**src/rtl/trace_pkg.sv**
```systemverilog
// Shared types and helpers for the trace path: packet layout, id sizing
// and flag extraction, also used by the backpressure front-end.
package trace_pkg;

    localparam int SAMPLE_W_DEFAULT = 16;
    localparam int PKT_W_MAX        = 64;

    typedef struct packed {
        logic                        flag;
        logic [SAMPLE_W_DEFAULT-1:0] payload;
    } trace_pkt_t;

    function automatic int id_width(input int num_src);
        return (num_src > 2) ? $clog2(num_src) : 1;
    endfunction

    // The flag sits directly above the payload, so only that bit is read.
    function automatic logic flag_of(input logic [PKT_W_MAX-1:0] pkt, input int sample_w);
        return pkt[sample_w];
    endfunction

endpackage

```
**src/rtl/trace_rr_pick.sv**
```systemverilog
// Round-robin picker: first set candidate at or after i_ptr, wrapping.
// Purely combinational; the caller owns the pointer register.
module trace_rr_pick #(
    parameter int N    = 4,
    parameter int ID_W = 2
) (
    input  logic [N-1:0]    i_cand,
    input  logic [ID_W-1:0] i_ptr,
    output logic [N-1:0]    o_grant,
    output logic [ID_W-1:0] o_idx,
    output logic            o_any
);

    logic [2*N-1:0] w_dbl;
    logic [2*N-1:0] w_masked;
    logic           w_found;

    always_comb begin
        w_dbl    = {i_cand, i_cand};
        w_masked = '0;
        // Lower copy masked below the pointer; upper copy supplies the wrap.
        for (int j = 0; j < 2*N; j++) begin
            w_masked[j] = w_dbl[j] & ((j >= N) || (j >= int'(i_ptr)));
        end
        w_found = 1'b0;
        o_grant = '0;
        o_idx   = '0;
        for (int j = 0; j < 2*N; j++) begin
            if (!w_found && w_masked[j]) begin
                w_found = 1'b1;
                o_idx   = (j >= N) ? ID_W'(j - N) : ID_W'(j);
                o_grant[(j >= N) ? (j - N) : j] = 1'b1;
            end
        end
        o_any = w_found;
    end

endmodule

```
**src/rtl/trace_fifo_arbiter.sv**
```systemverilog
// Arbitrates N trace sources onto one FIFO write port: flag packets first,
// round-robin within a class, one registered output stage tagged with source id.
module trace_fifo_arbiter
    import trace_pkg::*;
#(
    parameter  int num_src_p      = 4,
    parameter  int sample_width_p = 16,
    localparam int id_width_lp    = id_width(num_src_p),
    localparam int pkt_w_lp       = sample_width_p + 1
) (
    input  logic                            clk,
    input  logic                            rst,
    input  logic [num_src_p-1:0]            src_en,
    input  logic [num_src_p*pkt_w_lp-1:0]   src_data,
    input  logic [num_src_p-1:0]            src_valid,
    output logic [num_src_p-1:0]            src_ready,
    output logic [id_width_lp+pkt_w_lp-1:0] fifo_data,
    output logic                            fifo_valid,
    input  logic                            fifo_ready
);

    logic [num_src_p-1:0]            w_elig;
    logic [num_src_p-1:0]            w_flag_elig;
    logic [num_src_p-1:0]            w_cand;
    logic [num_src_p-1:0]            w_grant;
    logic [id_width_lp-1:0]          w_idx;
    logic                            w_any;
    logic                            w_load;
    logic [pkt_w_lp-1:0]             w_win_pkt;
    logic [id_width_lp-1:0]          r_rr_ptr;
    logic                            r_fifo_valid;
    logic [id_width_lp+pkt_w_lp-1:0] r_fifo_data;

    always_comb begin
        w_elig      = src_valid & src_en;
        w_flag_elig = '0;
        for (int i = 0; i < num_src_p; i++) begin
            w_flag_elig[i] = w_elig[i] &
                flag_of(PKT_W_MAX'(src_data[i*pkt_w_lp +: pkt_w_lp]), sample_width_p);
        end
        w_cand = (|w_flag_elig) ? w_flag_elig : w_elig;
    end

    trace_rr_pick #(
        .N    (num_src_p),
        .ID_W (id_width_lp)
    ) u_pick (
        .i_cand  (w_cand),
        .i_ptr   (r_rr_ptr),
        .o_grant (w_grant),
        .o_idx   (w_idx),
        .o_any   (w_any)
    );

    assign w_load    = ~r_fifo_valid | fifo_ready;
    assign src_ready = (w_load & ~rst) ? w_grant : '0;

    // Payload mux keyed off the one-hot grant, keeping payload out of the ready path.
    always_comb begin
        w_win_pkt = '0;
        for (int i = 0; i < num_src_p; i++) begin
            if (w_grant[i]) begin
                w_win_pkt = src_data[i*pkt_w_lp +: pkt_w_lp];
            end
        end
    end

    always_ff @(posedge clk or posedge rst) begin
        if (rst) begin
            r_fifo_valid <= 1'b0;
            r_fifo_data  <= '0;
            r_rr_ptr     <= '0;
        end else if (w_load) begin
            if (w_any) begin
                r_fifo_valid <= 1'b1;
                r_fifo_data  <= {w_idx, w_win_pkt};
                r_rr_ptr     <= (w_idx == id_width_lp'(num_src_p - 1)) ? '0 : w_idx + 1'b1;
            end else begin
                r_fifo_valid <= 1'b0;
            end
        end
    end

    assign fifo_data  = r_fifo_data;
    assign fifo_valid = r_fifo_valid;

endmodule

```
**config.mk**
```make
export PLATFORM = sky130hd
export DESIGN_NAME = trace_fifo_arbiter
export DESIGN_NICKNAME = d
export VERILOG_FILES = /design/src/rtl/trace_pkg.sv /design/src/rtl/trace_rr_pick.sv /design/src/rtl/trace_fifo_arbiter.sv
export SDC_FILE = /design/constraint.sdc
export NUM_CORES = 1
export LEC_CHECK = 0
export CELL_PAD_IN_SITES_DETAIL_PLACEMENT = 1
export CELL_PAD_IN_SITES_GLOBAL_PLACEMENT = 1
export CORE_ASPECT_RATIO = 0.7
export CORE_MARGIN = 10
export CORE_UTILIZATION = 25
export CTS_BUF_LIST = sky130_fd_sc_hd__clkbuf_2 sky130_fd_sc_hd__clkbuf_4 sky130_fd_sc_hd__clkbuf_8
export DETAILED_ROUTE_END_ITERATION = 16
export PLACE_DENSITY_LB_ADDON = 0.1
export SYNTH_ARGS = -nofsm -noshare
export SYNTH_HDL_FRONTEND = slang
export SYNTH_SLANG_ARGS = --single-unit
```
**constraint.sdc**
```tcl
create_clock -name clk -period 1.9 [get_ports clk]
set_input_delay 0.19 -clock clk [delete_from_list [all_inputs] [get_ports clk]]
set_output_delay 0.19 -clock clk [all_outputs]
set_load 0.005 [all_outputs]
```
# Word-level counts from Yosys, hierarchy flattened
# Index checks and enable logic that the tools add are counted.
classes:
  add_sub_neg: 1
  n_lt_le_gt_ge: 3
  n_eq_ne: 1
  muxes: 30
  n_bitwise: 12
  n_reduce_logical: 16
op_table:
  columns: ["cell", "n"]
  rows:
  - ["17-bit two-way mux", 4]
  - ["1-bit two-way mux", 17]
  - ["2-bit two-way mux", 7]
  - ["1-bit AND", 8]
  - ["4-bit two-way mux", 2]
  - ["1-bit logical AND", 7]
  - ["1-bit zero test", 7]
  - ["4-bit AND", 1]
  - ["1-bit by 2-bit greater-or-equal comparator with 1-bit output, first input constant", 2]
  - ["4-bit OR reduction", 1]
  - ["2-bit by 1-bit adder with 2-bit output, second input constant", 1]
  - ["2-bit equality test, second input constant", 1]
  - ["2-bit greater-or-equal comparator, first input constant", 1]
  - ["1-bit NOT", 2]
  - ["2-bit AND reduction", 1]
  - ["1-bit OR", 1]
word_totals:
  reg_bits: 22
  output_inout_bits: 24
  elab_cells: 66

# Depth between registers and ports, before layout
logic_depth:
  word_depth: 29
  mapped_depth: 9
  mapped_depth_nobuf: 6

# Hierarchy
# A second synthesis with hierarchy kept.
hier_totals:
  hier_cells: 219
  hier_area_um2: 1769.2
modules_own_cells:
  columns: ["module", "instances", "cells_per_inst", "area_per_inst_um2"]
  rows:
  - ["trace_fifo_arbiter", 1, 190, 1592.8]
  - ["trace_rr_pick", 1, 29, 176.4]

# Worst setup path before layout
# OpenSTA, ideal clock, no wires.
synth_path:
  path_type: "in2reg"
  from: "input src_data[33]"
  to: "register r_fifo_data[13], in the netlist fifo_data[13]"
  arrival_ns: 1.882
  t_required_ns: 1.771
  setup_slack_ns: -0.111
  stages: 9
  cell_sequence: "buf_2 > and4b_1 > or4_1 > a32o_1 > and2_4 > buf_6 > buf_8 > a31oi_1 > o31ai_1"
synth_via:
  elab_chain_cells: 27
  word_cells_on_any_way: 40
  classes_between: "mux: 20; bitwise: 4; reduce/logical: 16"
synth_lines:
  columns: ["element", "line", "rtl"]
  rows:
  - ["from (decl)", "trace_fifo_arbiter.sv:14", "input logic [num_src_p*pkt_w_lp-1:0] src_data,"]
  - ["1-bit AND (*)", "trace_fifo_arbiter.sv:38", "w_flag_elig[i] = w_elig[i] &"]
  - ["4-bit OR reduction", "trace_fifo_arbiter.sv:41", "w_cand = (|w_flag_elig) ? w_flag_elig : w_elig;"]
  - ["4-bit two-way mux (*)", "trace_fifo_arbiter.sv:41", null]
  - ["1-bit AND", "trace_rr_pick.sv:23", "w_masked[j] = w_dbl[j] & ((j >= N) || (j >= int'(i_ptr)));"]
  - ["1-bit two-way mux", "trace_rr_pick.sv:29", "if (!w_found && w_masked[j]) begin"]
  - ["1-bit zero test", "trace_rr_pick.sv:29", null]
  - ["1-bit logical AND", "trace_rr_pick.sv:29", null]
  - ["1-bit two-way mux", "trace_rr_pick.sv:29", null]
  - ["(+11 left out)", null, null]
  - ["1-bit two-way mux", "trace_rr_pick.sv:29", null]
  - ["1-bit zero test", "trace_rr_pick.sv:29", null]
  - ["1-bit logical AND", "trace_rr_pick.sv:29", null]
  - ["1-bit two-way mux", "trace_rr_pick.sv:29", null]
  - ["1-bit zero test", "trace_rr_pick.sv:29", null]
  - ["1-bit logical AND", "trace_rr_pick.sv:29", null]
  - ["1-bit two-way mux", "trace_rr_pick.sv:29", null]
  - ["17-bit two-way mux / 2-bit AND reduction (equally long branches)", null, null]
  - ["to (signal assigned)", "trace_fifo_arbiter.sv:76", "r_fifo_data <= {w_idx, w_win_pkt};"]
  - ["to (decl)", "trace_fifo_arbiter.sv:32", "logic [id_width_lp+pkt_w_lp-1:0] r_fifo_data;"]
# Every way passes the cells marked *; elsewhere a longest branch is shown, timed or not.
# A chain may end at the register's enable or synchronous reset.

# Worst setup path in the final report
layout_path:
  from: "register r_rr_ptr[0]"
  to: "register r_fifo_data[14], in the netlist fifo_data[14]"
layout_via:
  elab_chain_cells: 25
  word_cells_on_any_way: 40
  classes_between: "order compare: 3; mux: 19; bitwise: 3; reduce/logical: 15"
layout_lines:
  columns: ["element", "line", "rtl"]
  rows:
  - ["from (decl)", "trace_fifo_arbiter.sv:30", "logic [id_width_lp-1:0] r_rr_ptr;"]
  - ["from (signal assigned)", "trace_fifo_arbiter.sv:77", "r_rr_ptr <= (w_idx == id_width_lp'(num_src_p - 1)) ? '0 : w_idx + 1'b1;"]
  - ["1-bit by 2-bit greater-or-equal comparator with 1-bit output", "trace_rr_pick.sv:23", null]
  - ["1-bit AND", "trace_rr_pick.sv:23", null]
  - ["1-bit two-way mux", "trace_rr_pick.sv:29", null]
  - ["1-bit zero test", "trace_rr_pick.sv:29", null]
  - ["1-bit logical AND", "trace_rr_pick.sv:29", null]
  - ["1-bit two-way mux", "trace_rr_pick.sv:29", null]
  - ["1-bit zero test", "trace_rr_pick.sv:29", null]
  - ["1-bit logical AND", "trace_rr_pick.sv:29", null]
  - ["(+9 left out)", null, null]
  - ["1-bit two-way mux", "trace_rr_pick.sv:29", null]
  - ["1-bit zero test", "trace_rr_pick.sv:29", null]
  - ["1-bit logical AND", "trace_rr_pick.sv:29", null]
  - ["1-bit two-way mux", "trace_rr_pick.sv:29", null]
  - ["1-bit zero test", "trace_rr_pick.sv:29", null]
  - ["1-bit logical AND", "trace_rr_pick.sv:29", null]
  - ["1-bit two-way mux", "trace_rr_pick.sv:29", null]
  - ["17-bit two-way mux / 2-bit AND reduction (equally long branches)", null, null]
# Parallel ways exist; a longest one is shown, timed or not.

==> flow_summary.json <==
{
  "htreeDepth": 1,
  "synth-seq-cells": 22,
  "path_max_fanout": 5,
  "worstSetupEndpointType": "flip-flop",
  "p_total_mw": 2.51,
  "crit_end": "fifo_data[14]",
  "num_vias": 2538,
  "ys_warn_count": 0,
  "crit_type": "flip-flop to flip-flop",
  "synth_ff_type": "dfrtp_1",
  "pin_count": 103,
  "die_h_um": 90.3,
  "crit_required_ns": 2.08,
  "tightest_slew_ns": 0.514,
  "critPathArrivalTime_ns": 2.36,
  "first_iter_violations": 175,
  "track_usage_pct": 17.9,
  "clk_latency_ns": 0.27,
  "initial_core_util_pct": 26.0,
  "via_per_inst": 5.54,
  "r2r_setup_slack_ns": -0.29,
  "synthesis.nets": 279,
  "synthCells": 200,
  "hold_slack_ns": 0.113,
  "synth_top_cells_by_area": "dfrtp_1 31%, a221oi_1 8.4%, a31oi_1 7.1%, o31ai_1 6.8%, and2_1 6.4%",
  "setup_viol": 24,
  "synth_cell_types": 52,
  "path_clk_slew_ns": 0.09,
  "fin_nets": 445,
  "fp-row-count": 25,
  "cts_tree": "built",
  "n_antenna_cell": 0,
  "synthesis.area_um2": 1760,
  "setup_ws_ns": -0.286,
  "yosysSeqAreaShare_pct": 31.2,
  "die_area_um2": 10900,
  "area_delta_synth_final_pct": 133,
  "r2r_cells": 8,
  "postRouteAntennaNets": 0,
  "pre_cts_ws_ns": -0.768,
  "fmax_mhz": 458,
  "antenna_found_initial": 0,
  "routed_wl_um": 11900,
  "synth_top_area_cell": "dfrtp_1",
  "cts_hold_buf": 0,
  "grt_pass1_vias": 2684,
  "post-route-drc-count": 0,
  "period_minus_slack_ns": 2.19,
  "p_per_area_nw_per_um2": 611,
  "min_period_over_period_pct": 115,
  "start_kind": "flip-flop",
  "drtPass1Iterations": 4,
  "hpwlAfterDp_um": 7210,
  "cts.sinks": 22,
  "synth_top_area_share_pct": 31.2,
  "clk_path_buf_depth": 2,
  "slew-limit-headroom_pct": 65.6,
  "hold_class": "primary input to asynchronous set/reset pin",
  "synth_edf_count": 0,
  "gp_congestion": 0.902,
  "r2r_end": "fifo_data[14]",
  "drive_above_1_share_pct": 50.0,
  "grt_pass1_wl_um": 15600,
  "status": "finished with violations",
  "rsz0062_at_grt": "true",
  "clock_skew_ns": 0.00908,
  "cts_root_buf": "clkbuf_8",
  "violations": "setup timing",
  "syn_avg_cell_area_um2": 8.81,
  "grt_max_degree": 22,
  "fillers": 728,
  "static-leakage-power_nw": 1.60,
  "grt.overflow.total": 0,
  "ir_drop_mv": 0.292,
  "hold_viol": 0,
  "r2r_start": "r_rr_ptr[0]",
  "startpoint": "r_rr_ptr[0]",
  "die_w_um": 120,
  "slew_viol_final": 0,
  "asyncSetResetFlopFracSynth_pct": 100,
  "routedWlPerCell_um": 25.9,
  "port_buffers": 102,
  "cts_buffers": 3,
  "maxCapViolCount": 0,
  "core-area_um2": 6790
}
[Yosys cell counts (all sizes together) (5+ instances only)]
master  number
a221oi      17
a31oi       20
and2        19
and4b        7
buf          7
clkbuf       8
dfrtp       22
nand2       10
nand3        5
nand4b       5
nor2        22
o31ai       16
[routing by layer]
| layer | part of all wire (%) | wire length [um] | GRT usage, % |
|---|---|---|---|
| met1 | 44 | 5180 | 23.5 |
| met2 | 46 | 5450 | 27.8 |
| met3 | 9.1 | 1080 | 6.68 |
| met4 | 1.3 | 159 | 2.20 |
| met5 | 0 | 0 | 0 |
[power by group]
group / leakage, nW / internal (mW) / total [mW] / switching (mW)
combinational: 1.31 / 0.832 / 1.56 / 0.723
sequential: 0.274 / 0.577 / 0.649 / 0.0722
clock: 0.0216 / 0.142 / 0.304 / 0.162
[worst min-delay path by stage]
stage                     start      endpoint  slack, ns  cells past startpoint
after floorplan             rst  fifo_data[0]       0.19                      1
after global placement      rst   r_rr_ptr[1]       0.41                      2
after detailed placement    rst   r_rr_ptr[1]       0.41                      2
after CTS                   rst   r_rr_ptr[1]       0.13                      2
after global routing        rst   r_rr_ptr[1]       0.13                      2
final                       rst   r_rr_ptr[1]       0.11                      2
[stage by stage]
step	instance area (um^2)	cells	setup TNS, ns	util [%]
6_report	4110	458	-4.83	60.5
5_1_grt	4110	458	-6.92	60.5
4_1_cts	3600	441	-2.92	53.0
3_5_place_dp	3150	424	-16.55	46.4
3_3_place_gp	3150	424	-15.85	46.4
2_1_floorplan	1770	200	-0.797	-
[kinds of logic (layout without fill, tap and decap cells)]
logic type	count (synthesis)	in the layout	synth area share [%]
and+or+nand+nor	88	94	31.3
AOI/OAI and AO/OA	72	72	31.9
DFF	22	22	31.2
buffers and inverters	18	176	5.54
[final cells by class]
cell class | count | area, um^2 | share of cell area (%)
Clock buffer | 3 | 41.3 | 1.01
Multi-Input combinational cell | 166 | 1790 | 43.5
Sequential cell | 22 | 553 | 13.5
Timing Repair Buffer | 170 | 1590 | 38.8
Tap cell | 94 | 118 | 2.86
Inverter | 3 | 13.8 | 0.335
[critical path, cell delays in order, from the launching register on]
cell      delay (ns)
dfrtp_2         0.43
nand3b_1        0.20
or4_1           0.50
a32o_2          0.31
nand2_4         0.12
buf_12          0.16
buf_12          0.11
nand2_8         0.07
o31ai_2         0.21
[what timing repair did]
| item | in CTS | in global routing |
|---|---|---|
| pin swaps | 38 | 25 |
| endpoints found under the setup margin | 25 | 25 |
| setup buffers | 14 | 11 |
| cloned | 2 | 6 |
| gates resized for setup | 119 | 75 |
| hold endpoints to repair | 0 | 0 |
[sequential cells by signal (all words and copies together) (netlist names)]
name,cells
fifo_data,19
fifo_valid,1
r_rr_ptr,2
[cell usage in the layout (no fill, tap or decap), drive strengths merged, types with 2 or more instances in the layout]
| cell type | count |
|---|---|
| a31oi | 20 |
| or2 | 2 |
| nand4b | 5 |
| dfrtp | 22 |
| clkbuf | 4 |
| o31ai | 16 |
| and3b | 2 |
| clkdlybuf4s50 | 86 |
| nand4 | 3 |
| clkdlybuf4s15 | 2 |
| nor2 | 23 |
| nand3 | 5 |
| or4 | 2 |
| and3 | 2 |
| and4b | 7 |
| inv | 3 |
| a21oi | 3 |
| a221oi | 17 |
| buf | 81 |
| nand2 | 13 |
| nor4 | 4 |
| o21a | 2 |
| and2 | 21 |
No activity file was read; power rests on OpenSTA's default activity.
